File: config.mk
export PLATFORM = sky130hd
export DESIGN_NAME = fetch_stage_ctrl_flat
export DESIGN_NICKNAME = d
export VERILOG_FILES = /design/src/rtl/fetch_stage_ctrl_if.sv /design/src/rtl/fetch_stage_ctrl.sv /design/src/flat_wrapper.sv
export SDC_FILE = /design/constraint.sdc
export NUM_CORES = 1
export LEC_CHECK = 0
export ABC_AREA = 1
export ABC_CLOCK_PERIOD_IN_PS = 1600
export CAP_MARGIN = 20
export CORE_UTILIZATION = 29
export CTS_BUF_LIST = sky130_fd_sc_hd__clkbuf_4
export CTS_CLUSTER_DIAMETER = 50
export DETAILED_ROUTE_END_ITERATION = 10
export HOLD_SLACK_MARGIN = 0.08
export PLACE_DENSITY = 0.51
export SLEW_MARGIN = 20
export SYNTH_ARGS = -nofsm -noshare
export SYNTH_HDL_FRONTEND = slang
export SYNTH_SLANG_ARGS = --single-unit
File: constraint.sdc
create_clock -name clk -period 1.6 [get_ports clk]
set_input_delay 0.16 -clock clk [delete_from_list [all_inputs] [get_ports clk]]
set_output_delay 0.16 -clock clk [all_outputs]
set_load 0.005 [all_outputs]
File: src/rtl/fetch_stage_ctrl_if.sv
// Hazard-detector / branch / instruction-memory bundle seen by the fetch stage.
// The master drives hazard requests and memory data; the slave reports fetch state.
interface fetch_stage_ctrl_if #(
  parameter int unsigned CNT_W = 16
);
  logic              pc_hold;
  logic              ifid_hold;
  logic              if_flush;
  logic              branch_taken;
  logic [31:0]       branch_target;
  logic [31:0]       imem_instr;
  logic [31:0]       pc;
  logic [31:0]       ifid_instr;
  logic [31:0]       ifid_pc4;
  logic              ifid_valid;
  logic              idex_bubble;
  logic [CNT_W-1:0]  stall_cycles;
  logic [CNT_W-1:0]  flush_count;
  logic              stall_timeout;
  logic              protocol_err;

  modport master (
    output pc_hold, ifid_hold, if_flush, branch_taken, branch_target, imem_instr,
    input  pc, ifid_instr, ifid_pc4, ifid_valid, idex_bubble,
           stall_cycles, flush_count, stall_timeout, protocol_err
  );

  modport slave (
    input  pc_hold, ifid_hold, if_flush, branch_taken, branch_target, imem_instr,
    output pc, ifid_instr, ifid_pc4, ifid_valid, idex_bubble,
           stall_cycles, flush_count, stall_timeout, protocol_err
  );
endinterface

File: src/rtl/fetch_stage_ctrl.sv
// Fetch-stage controller: owns the PC and IF/ID register, applies hazard holds,
// flushes and branch redirects, and keeps saturating debug counters and flags.
module fetch_stage_ctrl #(
  parameter logic [31:0] PC_RESET    = 32'h0000_0000,
  parameter int unsigned STALL_LIMIT = 16,
  parameter int unsigned CNT_W       = 16
) (
  input logic               clk,
  input logic               rst_n,
  fetch_stage_ctrl_if.slave bus
);

  typedef enum logic [1:0] {
    ST_BOOT  = 2'd0,
    ST_RUN   = 2'd1,
    ST_STALL = 2'd2
  } state_t;

  localparam logic [7:0]       LIMIT   = 8'(STALL_LIMIT);
  localparam logic [CNT_W-1:0] CNT_MAX = {CNT_W{1'b1}};
  localparam logic [CNT_W-1:0] CNT_ONE = {{(CNT_W-1){1'b0}}, 1'b1};

  function automatic logic [CNT_W-1:0] sat_inc(input logic [CNT_W-1:0] v);
    logic [CNT_W-1:0] r;
    if (v == CNT_MAX) begin
      r = v;
    end else begin
      r = v + CNT_ONE;
    end
    return r;
  endfunction

  state_t           state_r;
  state_t           state_next_s;
  logic             active_s;

  logic [31:0]      pc_r;
  logic [31:0]      ifid_instr_r;
  logic [31:0]      ifid_pc4_r;
  logic             ifid_valid_r;
  logic [CNT_W-1:0] stall_cycles_r;
  logic [CNT_W-1:0] flush_count_r;
  logic [7:0]       consec_r;
  logic             stall_timeout_r;
  logic             protocol_err_r;

  logic [31:0]      pc_next_s;
  logic [31:0]      ifid_instr_next_s;
  logic [31:0]      ifid_pc4_next_s;
  logic             ifid_valid_next_s;
  logic [CNT_W-1:0] stall_cycles_next_s;
  logic [CNT_W-1:0] flush_count_next_s;
  logic [7:0]       consec_next_s;
  logic             stall_timeout_next_s;
  logic             protocol_err_next_s;

  logic [31:0]      pc_plus4_s;
  logic             stall_both_s;
  logic             flush_load_s;
  logic [8:0]       consec_inc_s;

  assign pc_plus4_s   = pc_r + 32'd4;
  assign stall_both_s = bus.pc_hold & bus.ifid_hold;
  // A branch seen while the PC is held is dropped; it is re-resolved after the stall.
  assign flush_load_s = (bus.branch_taken & ~bus.pc_hold) | bus.if_flush;
  assign consec_inc_s = {1'b0, consec_r} + 9'd1;

  // FSM state register
  always_ff @(posedge clk or negedge rst_n) begin
    if (!rst_n) begin
      state_r <= ST_BOOT;
    end else begin
      state_r <= state_next_s;
    end
  end

  // FSM next-state logic
  always_comb begin
    state_next_s = state_r;
    case (state_r)
      ST_BOOT:  state_next_s = ST_RUN;
      ST_RUN:   state_next_s = stall_both_s ? ST_STALL : ST_RUN;
      ST_STALL: state_next_s = stall_both_s ? ST_STALL : ST_RUN;
      default:  state_next_s = ST_BOOT;
    endcase
  end

  // FSM outputs: only RUN and STALL act on the hazard inputs
  always_comb begin
    active_s = 1'b0;
    case (state_r)
      ST_RUN:   active_s = 1'b1;
      ST_STALL: active_s = 1'b1;
      default:  active_s = 1'b0;
    endcase
  end

  // Next values for PC, IF/ID and debug state
  always_comb begin
    pc_next_s            = pc_r;
    ifid_instr_next_s    = ifid_instr_r;
    ifid_pc4_next_s      = ifid_pc4_r;
    ifid_valid_next_s    = ifid_valid_r;
    stall_cycles_next_s  = stall_cycles_r;
    flush_count_next_s   = flush_count_r;
    consec_next_s        = consec_r;
    stall_timeout_next_s = stall_timeout_r;
    protocol_err_next_s  = protocol_err_r;
    if (active_s) begin
      if (bus.pc_hold) begin
        pc_next_s = pc_r;
      end else if (bus.branch_taken) begin
        pc_next_s = bus.branch_target;
      end else begin
        pc_next_s = pc_plus4_s;
      end

      if (bus.ifid_hold) begin
        ifid_valid_next_s = ifid_valid_r;
      end else if (flush_load_s) begin
        ifid_instr_next_s  = 32'h0000_0000;
        ifid_pc4_next_s    = 32'h0000_0000;
        ifid_valid_next_s  = 1'b0;
        flush_count_next_s = sat_inc(flush_count_r);
      end else begin
        ifid_instr_next_s = bus.imem_instr;
        ifid_pc4_next_s   = pc_plus4_s;
        ifid_valid_next_s = 1'b1;
      end

      if (bus.pc_hold) begin
        stall_cycles_next_s = sat_inc(stall_cycles_r);
      end else begin
        stall_cycles_next_s = stall_cycles_r;
      end

      // Run length counts every cycle with both holds, including the RUN->STALL cycle.
      if (stall_both_s) begin
        if (consec_r >= LIMIT) begin
          consec_next_s = consec_r;
        end else begin
          consec_next_s = consec_inc_s[7:0];
        end
        stall_timeout_next_s = stall_timeout_r | (consec_inc_s >= {1'b0, LIMIT});
      end else begin
        consec_next_s        = 8'd0;
        stall_timeout_next_s = stall_timeout_r;
      end

      protocol_err_next_s = protocol_err_r | (bus.pc_hold ^ bus.ifid_hold);
    end else begin
      pc_next_s = pc_r;
    end
  end

  // Registered PC, IF/ID and debug state
  always_ff @(posedge clk or negedge rst_n) begin
    if (!rst_n) begin
      pc_r            <= PC_RESET;
      ifid_instr_r    <= 32'h0000_0000;
      ifid_pc4_r      <= 32'h0000_0000;
      ifid_valid_r    <= 1'b0;
      stall_cycles_r  <= {CNT_W{1'b0}};
      flush_count_r   <= {CNT_W{1'b0}};
      consec_r        <= 8'd0;
      stall_timeout_r <= 1'b0;
      protocol_err_r  <= 1'b0;
    end else begin
      pc_r            <= pc_next_s;
      ifid_instr_r    <= ifid_instr_next_s;
      ifid_pc4_r      <= ifid_pc4_next_s;
      ifid_valid_r    <= ifid_valid_next_s;
      stall_cycles_r  <= stall_cycles_next_s;
      flush_count_r   <= flush_count_next_s;
      consec_r        <= consec_next_s;
      stall_timeout_r <= stall_timeout_next_s;
      protocol_err_r  <= protocol_err_next_s;
    end
  end

  assign bus.pc            = pc_r;
  assign bus.ifid_instr    = ifid_instr_r;
  assign bus.ifid_pc4      = ifid_pc4_r;
  assign bus.ifid_valid    = ifid_valid_r;
  assign bus.stall_cycles  = stall_cycles_r;
  assign bus.flush_count   = flush_count_r;
  assign bus.stall_timeout = stall_timeout_r;
  assign bus.protocol_err  = protocol_err_r;
  // Combinational: a held flush (load-use) or a NOP in IF/ID both need a bubble.
  assign bus.idex_bubble   = (bus.if_flush & bus.ifid_hold) | ~ifid_valid_r;

endmodule

File: src/flat_wrapper.sv
// flat-port wrapper written by rule: the top's interface ports become plain ports
module fetch_stage_ctrl_flat 
#(
  parameter logic [31:0] PC_RESET    = 32'h0000_0000,
  parameter int unsigned STALL_LIMIT = 16,
  parameter int unsigned CNT_W       = 16
)
  (clk, rst_n, bus_pc_hold, bus_ifid_hold, bus_if_flush, bus_branch_taken, bus_branch_target, bus_imem_instr, bus_pc, bus_ifid_instr, bus_ifid_pc4, bus_ifid_valid, bus_idex_bubble, bus_stall_cycles, bus_flush_count, bus_stall_timeout, bus_protocol_err);
  fetch_stage_ctrl_if #(.CNT_W(CNT_W)) bus_i ();
  input logic clk;
  input logic rst_n;
  input wire logic [$bits(bus_i.pc_hold)-1:0] bus_pc_hold;
  input wire logic [$bits(bus_i.ifid_hold)-1:0] bus_ifid_hold;
  input wire logic [$bits(bus_i.if_flush)-1:0] bus_if_flush;
  input wire logic [$bits(bus_i.branch_taken)-1:0] bus_branch_taken;
  input wire logic [$bits(bus_i.branch_target)-1:0] bus_branch_target;
  input wire logic [$bits(bus_i.imem_instr)-1:0] bus_imem_instr;
  output wire logic [$bits(bus_i.pc)-1:0] bus_pc;
  output wire logic [$bits(bus_i.ifid_instr)-1:0] bus_ifid_instr;
  output wire logic [$bits(bus_i.ifid_pc4)-1:0] bus_ifid_pc4;
  output wire logic [$bits(bus_i.ifid_valid)-1:0] bus_ifid_valid;
  output wire logic [$bits(bus_i.idex_bubble)-1:0] bus_idex_bubble;
  output wire logic [$bits(bus_i.stall_cycles)-1:0] bus_stall_cycles;
  output wire logic [$bits(bus_i.flush_count)-1:0] bus_flush_count;
  output wire logic [$bits(bus_i.stall_timeout)-1:0] bus_stall_timeout;
  output wire logic [$bits(bus_i.protocol_err)-1:0] bus_protocol_err;
  assign bus_i.pc_hold = bus_pc_hold;
  assign bus_i.ifid_hold = bus_ifid_hold;
  assign bus_i.if_flush = bus_if_flush;
  assign bus_i.branch_taken = bus_branch_taken;
  assign bus_i.branch_target = bus_branch_target;
  assign bus_i.imem_instr = bus_imem_instr;
  assign bus_pc = bus_i.pc;
  assign bus_ifid_instr = bus_i.ifid_instr;
  assign bus_ifid_pc4 = bus_i.ifid_pc4;
  assign bus_ifid_valid = bus_i.ifid_valid;
  assign bus_idex_bubble = bus_i.idex_bubble;
  assign bus_stall_cycles = bus_i.stall_cycles;
  assign bus_flush_count = bus_i.flush_count;
  assign bus_stall_timeout = bus_i.stall_timeout;
  assign bus_protocol_err = bus_i.protocol_err;
  fetch_stage_ctrl #(.PC_RESET(PC_RESET), .STALL_LIMIT(STALL_LIMIT), .CNT_W(CNT_W)) u_core (.clk(clk), .rst_n(rst_n), .bus(bus_i));
endmodule
==> results.yml, run 1 <==
status:
  status: "finished, final reports clean"
placement:
  portBuffers: 201
  gp_congestion: 0.8881
  post-dp-hpwl_um: 18070
cts:
  cts_tree: "yes"
  clockBufferDepth: 2
  root_buffer: "clkbuf_4"
  cts_made_buffers: 17
  clk_pin_slew_ns: 0.15
  clk_latency_ns: 0.56
  htreeDepth: 4
  cts_sinks: 141
worst_setup_path:
  worst_setup_path_end_kind: "flop"
  crit_required_ns: 2.04
  crit_path_max_fanout: 10
  crit_start: "u_core.bus.flush_count[3]$_DFFE_PN0P_"
  worst_ep_arrival_time_ns: 2.02
  r2r-start: "u_core.bus.flush_count[3]$_DFFE_PN0P_"
  start_kind: "flop"
  criticalPathCategory: "flop to flop"
finish:
  final_util: 0.4674
  final_common_cell: "nand2_1"
  drive_above_1_share: 0.2360
  layout-area-overhead-vs-synth_pct: 57.57
  final_cell_mix: "nand2_1 (353), dfrtp_1 (135), buf_4 (122), dlygate4sd2_1 (111), inv_1 (93)"
  nNetsFinal: 1404
  nFillCells: 2582
grt:
  grt_overflow: 0
  grt_start_max_net_pins: 55
  grt_use_total: 0.1933
  grt_pass1_vias: 7483
  grt_pass1_wl_um: 39390
  antenna_found_initial: 0
logic_synthesis:
  synthTopCellsByArea: "dfrtp_1 (47%), nand2_1 (19%), inv_1 (4.8%), a22o_1 (4.6%), nor2_1 (4.3%)"
  yosys_warnings: 0
  synth_edf_count: 0
  ys_seq_area_frac: 0.4710
  async_reset_ff_frac: 1.000
  synth_ff_type: "dfrtp_1"
  synth-seq-cells: 141
  synth_cells: 967
  synth.distinct_cells: 34
  yosysTopAreaCell: "dfrtp_1"
  netlist_area_um2: 7491
  syn_nets: 1045
  synth_top_cell_area_share: 0.4710
  avgSynthCellArea_um2: 7.747
timing:
  timing.final.hold_violations: 0
  fin_crit_ns: 1.581
  slew_violations: 0
  rsz0062_at_grt: "true"
  max-slew-margin-rel: 0.7296
  clock-skew-final_ns: 0.02823
  fmax_mhz: 632.4
  period_share: 0.9883
  setup_violations: 0
  worst_pin_slew_ns: 0.4056
drt:
  vias: 7639
  wl_per_cell_um: 15.62
  drc: 0
  drt_first_pass_iters: 5
  postRouteAntennaNets: 0
  first_iter_violations: 441
  drt-total-wl_um: 26080
  drt-vias-per-instance: 4.574
power:
  powerDensity_nw_per_um2: 1584
  vdd.ir_drop.worst_v: 0.0005145
  total_power_mw: 18.70
  power_leakage_nw: 5.984
floorplan:
  dieArea_um2: 26480
  core_area_um2: 25250
  fp.dieW_um: 162.7
  die_y_um: 162.7
  start_util: 0.2966
  num_io_pins: 202
  rows: 58
flow_run:
  max_cap_violations: 0
hold_path:
  worstHoldPathType: "primary input to async pin"
layer usage:
layer | routed length, um | vias up | global-route usage
li1 | - | 3790 | -
met4 | 503 | 0 | 0.05820
met1 | 12240 | 3591 | 0.2603
met2 | 12000 | 219 | 0.3112
met3 | 1340 | 39 | 0.03922
met5 | 0 | - | 0
report_power, final:
group / switching, mW / leakage (nW) / internal [mW]
combinational: 5.22 / 4.02 / 5.28
sequential: 0.835 / 1.82 / 4.91
clock: 1.50 / 0.148 / 0.951
cell families after synthesis:
logic type | after synthesis | share of synthesized area
AO/OA/AOI/OAI | 117 | 0.1101
XOR/XNOR | 28 | 0.03274
flip-flops | 141 | 0.4710
buffers and inverters | 136 | 0.07867
adder cells (fa/ha/maj) | 8 | 0.01336
AND/OR/NAND/NOR | 537 | 0.2941
synth_stat cells, types with 2 or more instances:
cell	number
buf_6	5
nand3_1	36
nor3_2	3
buf_4	7
ha_1	8
nor2_2	8
nor2_4	4
o21ai_2	15
nand4_1	13
dfrtp_1	141
o21bai_2	2
nor2_1	85
o21ai_0	19
nand2_1	374
nand2_2	6
buf_2	12
a22o_1	39
o22ai_1	4
xor2_1	19
inv_1	95
nor3_1	6
o21ai_1	18
a21oi_1	15
clkbuf_1	4
inv_2	12
xnor2_1	9
worst max-delay path, stage by stage, from the launching register on:
cell       delay [ns]
dfrtp_2          0.45
buf_4            0.16
nand2_1          0.15
nor2_1           0.06
nand2_1          0.19
nor2_4           0.06
nor2_4           0.16
clkbuf_16        0.20
o21ai_2          0.05
through the flow:
stage          setup TNS, ns  hold WS [ns]  setup slack, ns  area [um2]  cells
2_1_floorplan              0       -0.1356          0.04741        7491    967
3_3_place_gp          -2.940      -0.02846         -0.06978       10440   1547
3_5_place_dp          -3.793      -0.03001         -0.09188       10440   1547
4_1_cts                    0       0.09964        0.0007151       11250   1651
5_1_grt               -2.373        0.1281         -0.06386       11800   1669
6_report                   0        0.1395          0.01877       11800   1670
sequential cells by signal, summed over array words and instances (netlist names):
signal	flops
u_core.bus.ifid_instr	32
u_core.bus.pc	32
u_core.bus.ifid_pc4	32
u_core.state_r	2
u_core.bus.ifid_valid	1
u_core.consec_r	8
u_core.bus.flush_count	16
u_core.bus.stall_cycles	16
u_core.bus.protocol_err	1
u_core.bus.stall_timeout	1
path summary, 6_finish.rpt:
path / cells past startpoint / endpoint / slack (ns)
min reg2reg: 1 / u_core.bus.protocol_err$_DFFE_PN0N_ / 0.48
max reg2reg: 8 / u_core.bus.flush_count[15]$_DFFE_PN0P_ / 0.02
min in group clk: 3 / u_core.bus.pc[1]$_DFFE_PN0P_ / 0.16
min: 3 / u_core.bus.stall_cycles[9]$_DFFE_PN0P_ / 0.14
max: 8 / u_core.bus.flush_count[15]$_DFFE_PN0P_ / 0.02
max in group asynchronous: 3 / u_core.bus.stall_cycles[13]$_DFFE_PN0P_ / 0.81
what timing repair did:
action	4_1_cts	5_1_grt
gates cloned	1	7
gates resized for setup	169	107
hold buffers	2	0
hold endpoints to repair	141	0
pin swaps	7	18
setup buffers	70	12
setup endpoints to repair	208	147
final cells by class:
type                            instances  area, um2  area share
Antenna cell                            1      2.502   0.0002120
Clock buffer                           17      127.6     0.01081
Clock inverter                         15      161.4     0.01367
Inverter                              108      417.9     0.03540
Multi-Input combinational cell        690       3679      0.3116
Sequential cell                       141       3536      0.2996
Tap cell                              330      412.9     0.03498
Timing Repair Buffer                  368       3467      0.2937
Note: power is estimated with default switching activity, not from simulation.
==> run 2: changes to the inputs <==
--- a/config.mk
+++ b/config.mk
@@ -5,16 +5,14 @@
 export SDC_FILE = /design/constraint.sdc
 export NUM_CORES = 1
 export LEC_CHECK = 0
-export ABC_AREA = 1
 export ABC_CLOCK_PERIOD_IN_PS = 1600
-export CAP_MARGIN = 20
 export CORE_UTILIZATION = 29
 export CTS_BUF_LIST = sky130_fd_sc_hd__clkbuf_4
 export CTS_CLUSTER_DIAMETER = 50
 export DETAILED_ROUTE_END_ITERATION = 10
 export HOLD_SLACK_MARGIN = 0.08
-export PLACE_DENSITY = 0.51
-export SLEW_MARGIN = 20
+export PLACE_DENSITY = 0.52
+export SLEW_MARGIN = 0
 export SYNTH_ARGS = -nofsm -noshare
 export SYNTH_HDL_FRONTEND = slang
 export SYNTH_SLANG_ARGS = --single-unit
==> run 2 against run 1 <==
  * Synthesized area decreased by 3.9%
  * Flip-flop and latch count unchanged
  * Synthesized cell count decreased by 24%
  * Global-route usage increased by 2.6 points
  * Cell area increased by 13%
  * Count of clock-buffer cells in the layout increased by 1
  * The flow now finishes with violations (setup timing)
  * Total power increased by 6.2%
  * Die area decreased by 3.8%
  * Maximum frequency decreased by 16%
  * Sequential power decreased by 3%
  * Utilization increased by 8.1 points
  * Worst hold slack improved by 0.050 ns
==> results.yml, run 2 <==
drt:
  wl_met1_um: 12950
  wl_per_cell_um: 18.50
  vias: 7988
  wl_met2_um: 13630
  drt-vias-per-instance: 5.174
  dr.max_layer_used: "met4"
  postRouteAntennaNets: 0
  drc: 0
  drt-total-wl_um: 28560
  first_iter_violations: 393
  wl_met3_um: 1438
  drt_first_pass_iters: 5
worst_setup_path:
  criticalPathCategory: "flop to flop"
  start_kind: "flop"
  crit_path_max_fanout: 4
  worst_setup_path_end_kind: "flop"
  worst_ep_arrival_time_ns: 2.37
  crit_required_ns: 2.09
logic_synthesis:
  synthTopCellsByArea: "dfrtp_1 (49%), a22o_1 (4.7%), nand3_1 (3.2%), nand2_1 (3.0%), nand4_1 (2.7%)"
  ys_seq_area_frac: 0.4899
  yosys_warnings: 0
  synth.most_common_cell: "dfrtp_1"
  avgSynthCellArea_um2: 9.839
  synth_common_cells: "dfrtp_1 (141), nand2_1 (58), nand3_1 (46)"
  yosysTopAreaCell: "dfrtp_1"
  synth_edf_count: 0
  synth_ff_type: "dfrtp_1"
  async_reset_ff_frac: 1.000
  synth_top_cell_area_share: 0.4899
  netlist_area_um2: 7202
  synth.distinct_cells: 68
  syn_nets: 810
  synth-seq-cells: 141
  synth_cells: 732
timing:
  fmax_mhz: 531.8
  fin_hold_ws_ns: 0.1890
  worst_pin_slew_ns: 0.4152
  final.setup.worst_slack_ns: -0.2805
  timing.final.hold_violations: 0
  clock-skew-final_ns: 0.02812
  period_share: 1.175
  finalSetupTns_ns: -15.05
  max-slew-margin-rel: 0.7222
  fin_crit_ns: 1.880
  setup_violations: 104
  rsz0062_at_grt: "true"
  slew_violations: 0
finish:
  drive_above_1_share: 0.3970
  final_area_um2: 13350
  final_common_cell: "buf_4"
  instances_no_fill: 1544
  layout-area-overhead-vs-synth_pct: 85.32
  final_util: 0.5488
  nNetsFinal: 1285
  final_cell_mix: "buf_4 (212), dfrtp_1 (134), buf_6 (74), dlygate4sd2_1 (71), clkdlybuf4s50_1 (67)"
status:
  status: "finished, violations left"
  violations: "setup timing"
cts:
  clk_latency_ns: 0.56
  root_buffer: "clkbuf_4"
  cts_sinks: 141
  clk_pin_slew_ns: 0.14
  clockBufferDepth: 2
  cts_made_buffers: 17
  htreeDepth: 4
  cts_tree: "yes"
grt:
  grt_overflow: 0
  grt_pass1_wl_um: 43930
  grt_start_max_net_pins: 51
  grt_use_total: 0.2194
  antenna_found_initial: 1
  grt_pass1_vias: 7869
placement:
  gp_congestion: 0.8261
  pre_cts_ws_ns: -0.3958
  dpl.cell_count: 1392
  portBuffers: 201
  place_area_um2: 11060
  post-dp-hpwl_um: 18960
floorplan:
  start_util: 0.2961
  num_io_pins: 202
  die_y_um: 159.6
  core_area_um2: 24320
  dieArea_um2: 25470
  fp.dieW_um: 159.6
  rows: 57
hold_path:
  worstHoldPathType: "primary input to flop"
power:
  total_power_mw: 19.86
  vdd.ir_drop.worst_v: 0.0006452
  power_leakage_nw: 6.537
  powerDensity_nw_per_um2: 1488
flow_run:
  max_cap_violations: 0
[run 2: kinds of logic (layout without fill, tap and decap cells)]
logic type | count (synthesis) | after routing | share of synthesized area
xor gates and xnor gates | 35 | 35 | 0.04256
muxes | 9 | 9 | 0.01355
other | 0 | 1 | 0
DFF | 141 | 141 | 0.4899
adders and majority gates | 8 | 8 | 0.01390
buffers and inverters | 69 | 556 | 0.04030
AOI/OAI and AO/OA | 181 | 181 | 0.1842
and+or+nand+nor | 289 | 289 | 0.2156
[run 2: worst paths after layout]
kind	from	endpoint	slack [ns]	cells after the start
min in group asynchronous	rst_n	u_core.bus.pc[22]$_DFFE_PN0P_	0.54	3
max in group asynchronous	rst_n	u_core.bus.pc[4]$_DFFE_PN0P_	0.55	4
setup / recovery	u_core.state_r[1]$_DFF_PN0_	u_core.bus.ifid_pc4[21]$_DFFE_PN0P_	-0.28	6
setup reg to reg	u_core.state_r[1]$_DFF_PN0_	u_core.bus.ifid_pc4[21]$_DFFE_PN0P_	-0.28	6
hold reg to reg	u_core.bus.stall_timeout$_DFFE_PN0P_	u_core.bus.stall_timeout$_DFFE_PN0P_	0.48	1
hold / removal	bus_imem_instr[26]	u_core.bus.ifid_instr[26]$_DFFE_PN0P_	0.19	2
[run 2: worst max-delay path, stage by stage, from the launching register on]
cell and delay, ns:
dfrtp_1 0.38, inv_2 0.05, ha_4 0.28, nand2b_4 0.05, or3_4 0.43, or4_4 0.53
o211ai_1 0.09
[run 2: power breakdown]
part           total [mW]  switching (mW)  internal (mW)
registers            5.58           0.800           4.78
logic                11.6            5.15           6.40
clock network        2.73            1.47           1.26
[run 2: routing by layer]
metal  vias to the layer above  global-route usage
met5                         -                   0
li1                       3726                   -
met1                      3954              0.2948
met3                        36             0.04194
met4                         0             0.05726
met2                       272              0.3609
[run 2: cell type report]
| type | count | area (um2) |
|---|---|---|
| Clock inverter | 13 | 190.2 |
| Inverter | 21 | 78.83 |
| Clock buffer | 18 | 135.1 |
| Fill cell | 2126 | 10970 |
| Sequential cell | 141 | 3537 |
| Antenna cell | 1 | 2.502 |
| Timing Repair Buffer | 504 | 4747 |
| Multi-Input combinational cell | 522 | 4250 |
| Tap cell | 324 | 405.4 |
[run 2: repair_timing]
item | 4_1_cts | 5_1_grt
hold buffers | 3 | 0
resized for setup | 242 | 196
hold endpoints to repair | 141 | 0
setup buffers | 82 | 40
pin swaps | 39 | 40
endpoints found under the setup margin | 252 | 197
gates cloned | 4 | 3
==> run 3: changes to the inputs <==
--- a/config.mk
+++ b/config.mk
@@ -12,6 +12,7 @@
 export DETAILED_ROUTE_END_ITERATION = 10
 export HOLD_SLACK_MARGIN = 0.08
 export PLACE_DENSITY = 0.52
+export SKIP_LAST_GASP = 1
 export SLEW_MARGIN = 0
 export SYNTH_ARGS = -nofsm -noshare
 export SYNTH_HDL_FRONTEND = slang
==> run 3 against run 2 <==
  * Non-clock buffer count rose by 30
  * Sequential power hardly changed
  * Critical path depth stayed put
  * Total power increased by 2.3%
  * Worst hold slack better by 0.00070 ns
  * Routed wire length increased by 0.79%
  * Count of clock-buffer cells in the layout stayed put
  * Register-to-register slack barely moved
  * Global-route usage is 0.079 points lower
  * The run still ends with setup timing left
  * Via count is 0.31% higher
  * Worst setup slack better by 0.0012 ns
  * Sequential share of layout area down 0.69 points
==> results.yml, run 3 (synthesis gave the netlist of run 2 again) <==
status:
  status: "finished, violations left"
  violations: "setup timing"
timing:
  max-slew-margin-rel: 0.7210
  final.setup.worst_slack_ns: -0.2792
  clock-skew-final_ns: 0.03489
  timing.final.hold_violations: 0
  worst_pin_slew_ns: 0.4169
  period_share: 1.175
  fin_crit_ns: 1.879
  slew_violations: 0
  fmax_mhz: 532.1
  rsz0062_at_grt: "true"
  setup_violations: 105
drt:
  first_iter_violations: 399
  drt-vias-per-instance: 5.091
  postRouteAntennaNets: 0
  drt-total-wl_um: 28790
  vias: 8013
  drc: 0
  drt_first_pass_iters: 5
  wl_per_cell_um: 18.29
floorplan:
  dieArea_um2: 25470
  die_y_um: 159.6
  rows: 57
  fp.dieW_um: 159.6
  num_io_pins: 202
  start_util: 0.2961
  core_area_um2: 24320
cts:
  clk_pin_slew_ns: 0.14
  cts_made_buffers: 17
  cts_tree: "yes"
  clockBufferDepth: 2
  root_buffer: "clkbuf_4"
  clk_latency_ns: 0.57
  cts_sinks: 141
  htreeDepth: 4
worst_setup_path:
  crit_required_ns: 2.09
  worst_setup_path_end_kind: "flop"
  slowest_delay_ns: 0.53
  criticalPathCategory: "flop to flop"
  crit_path_max_fanout: 4
  path_cells: "inv_2 -> ha_4 -> nand2b_4 -> or3_4 -> or4_4 -> o211ai_1"
  cp_slowest_cell: "or4_4"
  start_kind: "flop"
  worst_ep_arrival_time_ns: 2.37
finish:
  final_cell_mix: "buf_4 (251), dfrtp_1 (134), dlymetal6s2s_1 (73), clkdlybuf4s50_1 (67), buf_6 (62)"
  final_common_cell: "buf_4"
  nNetsFinal: 1315
  nFillCells: 2088
  final_util: 0.5636
  layout-area-overhead-vs-synth_pct: 90.31
  drive_above_1_share: 0.4123
flow_run:
  max_cap_violations: 0
placement:
  post-dp-hpwl_um: 18960
  gp_congestion: 0.8261
  portBuffers: 201
grt:
  grt_pass1_wl_um: 43790
  grt_start_max_net_pins: 51
  grt_use_total: 0.2186
  antenna_found_initial: 1
  grt_pass1_vias: 7806
  grt_overflow: 0
power:
  vdd.ir_drop.worst_v: 0.0006767
  powerDensity_nw_per_um2: 1483
  total_power_mw: 20.32
  power_leakage_nw: 7.230
hold_path:
  worstHoldPathType: "primary input to flop"
## run 3: worst paths after layout
path                                                    startpoint                                    end  slack (ns)  depth (start not counted)
worst max-delay path                   u_core.state_r[1]$_DFF_PN0_    u_core.bus.ifid_pc4[21]$_DFFE_PN0P_       -0.28                          6
min in group asynchronous                                    rst_n          u_core.bus.pc[22]$_DFFE_PN0P_        0.54                          3
worst min register to register  u_core.bus.ifid_pc4[8]$_DFFE_PN0P_     u_core.bus.ifid_pc4[8]$_DFFE_PN0P_        0.50                          2
max in group asynchronous                                    rst_n           u_core.bus.pc[4]$_DFFE_PN0P_        0.55                          4
worst min-delay path                            bus_imem_instr[26]  u_core.bus.ifid_instr[26]$_DFFE_PN0P_        0.19                          2
worst max register to register         u_core.state_r[1]$_DFF_PN0_    u_core.bus.ifid_pc4[21]$_DFFE_PN0P_       -0.28                          6
## run 3: layer usage
| layer | vias to the layer above | part of all wire | track usage |
|---|---|---|---|
| met2 | 234 | 0.48 | 0.3607 |
| met3 | 32 | 0.049 | 0.04246 |
| li1 | 3786 | - | - |
| met5 | - | 0 | 0 |
| met1 | 3961 | 0.46 | 0.2946 |
| met4 | 0 | 0.016 | 0.05114 |
## run 3: worst max-delay path, delay by kind of cell, from the launching register on
kind,cells,cell delay (ns)
AO/OA/AOI/OAI,1,0.09
adder cells (fa/ha/maj),1,0.28
buffers and inverters,1,0.05
flip-flops,1,0.38
AND/OR/NAND/NOR,3,1.01
## run 3: through the flow
step / area [um2] / setup slack [ns] / std cells / hold slack [ns] / setup TNS, ns
2_1_floorplan: 7496 / -0.3229 / 732 / -0.1356 / -3.748
3_3_place_gp: 11060 / -0.3681 / 1392 / 0.08728 / -17.72
3_5_place_dp: 11060 / -0.3958 / 1392 / 0.08930 / -18.95
4_1_cts: 12460 / -0.2745 / 1510 / 0.1523 / -19.03
5_1_grt: 13710 / -0.3258 / 1574 / 0.1489 / -21.40
6_report: 13710 / -0.2792 / 1574 / 0.1897 / -13.24
## run 3: power breakdown
group / switching [mW] / internal, mW
clock network: 1.46 / 1.26
registers: 0.790 / 4.78
logic: 5.21 / 6.82
## run 3: what timing repair did
item                       in CTS  in global routing
cloned                          4                  3
buffers inserted               82                 66
hold buffers                    3                  0
pin swaps                      30                 32
gates resized for setup       164                247
hold endpoints to repair      141                  0
setup endpoints to repair     252                245
## run 3: final cells by class
type	count	area [um2]	share of cell area
Multi-Input combinational cell	522	4230	0.3087
Clock buffer	18	135.1	0.009859
Sequential cell	141	3537	0.2581
Clock inverter	13	190.2	0.01388
Antenna cell	1	2.502	0.0001826
Inverter	21	78.83	0.005751
Tap cell	324	405.4	0.02958
Timing Repair Buffer	534	5126	0.3740
